## src/rtl/apb_arbiter_m2.sv

```systemverilog
// Two-master APB3 arbiter: round-robin grant onto one shared downstream APB bus,
// one transfer at a time, with an optional per-transfer PREADY timeout that returns PSLVERR.
module apb_arbiter_m2 #(
  parameter int WIDTH_PAD = 32,
  parameter int WIDTH_PDA = 32,
  parameter int TIMEOUT   = 256
) (
  input  logic                 PRESETn,
  input  logic                 PCLK,
  input  logic                 M0_PSEL,
  input  logic                 M0_PENABLE,
  input  logic [WIDTH_PAD-1:0] M0_PADDR,
  input  logic                 M0_PWRITE,
  input  logic [WIDTH_PDA-1:0] M0_PWDATA,
  output logic [WIDTH_PDA-1:0] M0_PRDATA,
  output logic                 M0_PREADY,
  output logic                 M0_PSLVERR,
  input  logic                 M1_PSEL,
  input  logic                 M1_PENABLE,
  input  logic [WIDTH_PAD-1:0] M1_PADDR,
  input  logic                 M1_PWRITE,
  input  logic [WIDTH_PDA-1:0] M1_PWDATA,
  output logic [WIDTH_PDA-1:0] M1_PRDATA,
  output logic                 M1_PREADY,
  output logic                 M1_PSLVERR,
  output logic                 S_PSEL,
  output logic                 S_PENABLE,
  output logic [WIDTH_PAD-1:0] S_PADDR,
  output logic                 S_PWRITE,
  output logic [WIDTH_PDA-1:0] S_PWDATA,
  input  logic [WIDTH_PDA-1:0] S_PRDATA,
  input  logic                 S_PREADY,
  input  logic                 S_PSLVERR
);

  typedef enum logic [1:0] {IDLE, SETUP, ACCESS} state_t;

  localparam int TW = (TIMEOUT > 0) ? $clog2(TIMEOUT + 1) : 1;
  localparam logic [TW-1:0] T_LAST = (TIMEOUT > 0) ? TW'(TIMEOUT - 1) : '0;

  state_t        state_q, state_d;
  // The current grant is also the last grant: it only changes when a new grant is issued.
  logic          grant_q, grant_d;
  logic [TW-1:0] timer_q;
  logic          timeout;
  logic          done;

  // The master enables are not needed: PSEL alone marks a pending request.
  logic unused_penable;
  assign unused_penable = M0_PENABLE ^ M1_PENABLE;

  assign done    = (state_q == ACCESS) && S_PREADY;
  assign timeout = (TIMEOUT != 0) && (state_q == ACCESS) && !S_PREADY && (timer_q == T_LAST);

  // NOTE: every signal assigned in always_comb gets a default first, so no path can infer a latch.
  always_comb begin
    state_d = state_q;
    grant_d = grant_q;
    case (state_q)
      IDLE: begin
        if (M0_PSEL || M1_PSEL) begin
          state_d = SETUP;
          grant_d = (M0_PSEL && M1_PSEL) ? ~grant_q : M1_PSEL;
        end
      end
      SETUP:   state_d = ACCESS;
      ACCESS:  if (S_PREADY || timeout) state_d = IDLE;
      default: state_d = IDLE;
    endcase
  end

  // NOTE: state registers use non-blocking assignments so all flops update together at the edge.
  always_ff @(posedge PCLK or negedge PRESETn) begin
    if (!PRESETn) begin
      state_q <= IDLE;
      grant_q <= 1'b1;
      timer_q <= '0;
    end else begin
      state_q <= state_d;
      grant_q <= grant_d;
      if (state_q == SETUP)
        timer_q <= '0;
      else if (state_q == ACCESS && !S_PREADY && timer_q != '1)
        timer_q <= timer_q + 1'b1;
    end
  end

  always_comb begin
    S_PSEL     = (state_q != IDLE);
    S_PENABLE  = (state_q == ACCESS);
    S_PADDR    = '0;
    S_PWRITE   = 1'b0;
    S_PWDATA   = '0;
    M0_PREADY  = 1'b0;
    M0_PRDATA  = '0;
    M0_PSLVERR = 1'b0;
    M1_PREADY  = 1'b0;
    M1_PRDATA  = '0;
    M1_PSLVERR = 1'b0;
    if (state_q != IDLE) begin
      S_PADDR  = grant_q ? M1_PADDR  : M0_PADDR;
      S_PWRITE = grant_q ? M1_PWRITE : M0_PWRITE;
      S_PWDATA = grant_q ? M1_PWDATA : M0_PWDATA;
    end
    // A timeout completes the transfer with an error and no read data.
    if (grant_q) begin
      M1_PREADY  = done || timeout;
      M1_PRDATA  = done ? S_PRDATA : '0;
      M1_PSLVERR = done ? S_PSLVERR : timeout;
    end else begin
      M0_PREADY  = done || timeout;
      M0_PRDATA  = done ? S_PRDATA : '0;
      M0_PSLVERR = done ? S_PSLVERR : timeout;
    end
  end

endmodule

```

## config.mk

```make
export PLATFORM = sky130hd
export DESIGN_NAME = apb_arbiter_m2
export DESIGN_NICKNAME = d
export VERILOG_FILES = /design/src/rtl/apb_arbiter_m2.sv
export SDC_FILE = /design/constraint.sdc
export NUM_CORES = 1
export LEC_CHECK = 0
export BUFFER_PORTS_ARGS = -buffer_cell sky130_fd_sc_hd__buf_2
export CAP_MARGIN = 20
export CORE_AREA = 2 2 117 119
export CTS_CLUSTER_DIAMETER = 200
export DETAILED_ROUTE_END_ITERATION = 10
export DIE_AREA = 0 0 119 121
export SYNTH_ARGS = -nofsm -noshare
export SYNTH_HDL_FRONTEND = slang
export SYNTH_SLANG_ARGS = --single-unit
export TNS_END_PERCENT = 10
```

## constraint.sdc

```tcl
create_clock -name PCLK -period 4.02 [get_ports PCLK]
set_clock_uncertainty 0.05 [all_clocks]
set_input_delay 0.804 -clock PCLK [delete_from_list [all_inputs] [get_ports PCLK]]
set_output_delay 0.804 -clock PCLK [all_outputs]
set_load 0.005 [all_outputs]
```

==> impl_metrics.tcl <==
set metrics [dict create \
    grtUsageTotal_pct 12.04 \
    ys_seq_elements 12 \
    peakVddDrop_mv 0.2488 \
    r2r_setup_slack_ns 1.43 \
    arrival_ns 2.10 \
    chipHeight_um 121 \
    synth_fa_ha_area_share_pct 1.859 \
    drive_above_1_share_pct 54.36 \
    hold_class "input port to asynchronous set/reset pin" \
    multi_input_area_mm2 0.001624 \
    path_class "flip-flop to primary output" \
    reg2reg_from "timer_q[0]" \
    diodes 0 \
    period_share_pct 73.44 \
    avgSynthCellArea_um2 7.012 \
    viasPerCell 3.908 \
    max_slew_margin_pct 47.55 \
    grt_pass1_wl_um 13780 \
    intPower_mw 0.9671 \
    path_cells "nand2b_1 > inv_1 > and3_1 > and2_1 > buf_2" \
    seqPwrFrac_pct 9.7 \
    row_count 42 \
    p_leak_nw 2.445 \
    vias 2931 \
    ios 305 \
    crit_buf_inv 2 \
    dpl_cell_area_mm2 0.003727 \
    coreArea_mm2 0.01309 \
    syn_inst 288 \
    grt_overflow 0 \
    grt_pass1_vias 2567 \
    synthMuxAreaShare_pct 33.21 \
    slowest_delay_ns 0.69 \
    numClockSinks 12 \
    period_minus_slack_ns 2.952 \
    gp_congestion 0.7306 \
    die_area_mm2 0.01440 \
    postCtsSetupBuffers 0 \
    worstSkewPairLatency_ns 0.24 \
    wl_per_cell_um 12.74 \
    io_buffers 302 \
    combPwrFrac_pct 79.2 \
    tns_ns 0 \
    synth_top_family_by_area "simple AND/OR/NAND/NOR gates" \
    drc 0 \
    finalWorstSetupSlack_ns 1.068 \
    ant_nets 0 \
    final_core_util_pct 29.16 \
    drtIter0Drc 104 \
    synth_xor_area_share_pct 0 \
    cap_viol_max_count 0 \
    required_ns 3.17 \
    grt_max_degree 72 \
    register_area_um2 305.3 \
    p_per_area_mw_per_mm2 480.6 \
    outcome "finished, final reports clean" \
    final_nets 748 \
    place_ws_ns 1.159 \
    seq_area_frac_synth_pct 14.93 \
    yosysWarnings 0 \
    syn_area_mm2 0.002019 \
    synthSimpleGateAreaFrac_pct 40.71 \
    slew_viol_final 0 \
    synth_compound_area_share_pct 4.027 \
    timing.rr.end "timer_q[7]" \
    cts_tree "yes" \
    antenna_found_initial 0 \
    tightest_slew_ns 0.7868 \
    cts-htree-levels 1 \
    cts_resized 0 \
    slowest_stage "and3_1" \
    fin_area_mm2 0.003816 \
    cts_hold_buf 0 \
    p_sw_mw 0.8668 \
    grt_setup_unrepaired "false" \
    synthToLayoutAreaGrowth_pct 88.97 \
    yosysUniqueCellTypes 25 \
    hold_violations 0 \
    synthesis.nets 461 \
    fmax_ghz 0.3387 \
    end_kind "primary output" \
    critical-path-top-delay-family "simple AND/OR/NAND/NOR gates" \
    critPathMaxFanout 32 \
    die_x_um 119 \
    rr_worst_depth 7 \
    path_clk_slew_ns 0.04 \
    cts_root_buf "clkbuf_16" \
    setup_viol_count_final 0 \
    wl_um 9554 \
    first_pass_iters 4 \
    crit_path_start_kind "flip-flop" \
    start_util_pct 15.43 \
    clockBufferDepth 2 \
    p_clk_share_pct 11.1 \
    cts_buffers 3 \
    p_sw_share_pct 47.27 \
    fillers 1480 \
    hpwl_um 8264 \
]
-- worst register-to-register path: stages, from the launching register on --
cell and delay, ns:
dfrtp_1 0.40, ha_1 0.22, nand3_1 0.15, nor2_1 0.10, ha_1 0.18, or4b_1 0.71, or4_1 0.58, a21oi_1 0.14
-- cells by family after synthesis --
group / after synthesis
DFF: 12
muxes: 67
adders and majority gates: 3
buffers and inverters: 28
and+or+nand+nor: 163
AOI/OAI and AO/OA: 15
-- routing by layer --
metal	routed length [um]	vias up	share of wire [%]	GRT usage [%]
li1	-	1527	-	-
met1	4276	1252	45	16.52
met2	4538	147	47	20.08
met3	658	5	6.9	1.645
met4	81	0	0.85	2.679
met5	0	-	0	0
-- sequential cells by signal, summed over array words and instances, names as in the netlist --
name and cells:
grant_q 1, state_q 2, timer_q 9
-- layout by cell type (no fill, tap or decap), types with 5 or more instances in the layout --
cell type,netlist,final
buf_2,0,302
nor2_1,72,71
mux2i_1,67,67
and2_1,64,64
dfrtp_1,11,11
nand2_1,6,6
a21oi_1,6,6
o21ai_0,6,6
inv_1,5,5
nand3_1,5,5
-- worst max-delay path by stage --
stage,startpoint,endpoint,slack [ns],cells past startpoint
2_1_floorplan,S_PREADY,M0_PRDATA[10],1.66,3
3_3_place_gp,S_PREADY,M1_PRDATA[18],1.14,4
3_5_place_dp,S_PREADY,M1_PRDATA[18],1.16,4
4_1_cts,state_q[0],M1_PRDATA[18],1.04,5
5_1_grt,state_q[0],M1_PRDATA[18],0.86,5
6_report,state_q[0],M1_PRDATA[18],1.07,5
-- power groups by stage --
| stage | clock network [mW] | registers (mW) | logic (mW) |
|---|---|---|---|
| CTS | 0.209 | 0.179 | 1.49 |
| global placement | 0 | 0.180 | 1.48 |
| floorplan | 0 | 0.163 | 0.814 |
| global route | 0.211 | 0.184 | 1.60 |
| detailed placement | 0 | 0.181 | 1.48 |
| finish | 0.204 | 0.178 | 1.45 |
-- area by class of cell --
class,instances,share of cell area [%]
clock buffer,4,2.328
inverter,5,0.4918
multi-input combinational,248,42.56
sequential,12,8.000
tap,176,5.770
timing repair buffer,305,40.85
-- through the flow --
stage / power, mW / hold slack, ns / instances
global route: 1.998 / 0.4047 / 750
finish: 1.834 / 0.3812 / 750
detailed placement: 1.664 / 0.4732 / 746
global placement: 1.659 / 0.4715 / 746
floorplan: 0.9770 / 0.4386 / 288
CTS: 1.874 / 0.3892 / 750
-- Yosys cell counts --
cell      instances  area share [%]
nand2b_1          2            0.62
nor2_1           72              13
nor2b_1           1            0.31
mux2i_1          67              33
inv_1             5            0.93
nor3_1            3            0.74
dfrtp_1          11              14
or4_1             2            0.74
a31oi_1           1            0.31
nand4_1           2            0.62
nor3b_1           1            0.37
and3_1            1            0.31
nand3_1           5             1.2
dfstp_2           1             1.3
clkbuf_2          1            0.25
clkbuf_1         16             3.0
o21ai_0           6             1.5
buf_1             6             1.1
o31ai_1           2            0.74
and2_1           64              20
or4b_1            1            0.50
nand2_1           6             1.1
ha_1              3             1.9
a21oi_1           6             1.5
or3_1             3            0.93
No activity file was read; power rests on OpenSTA's default activity.
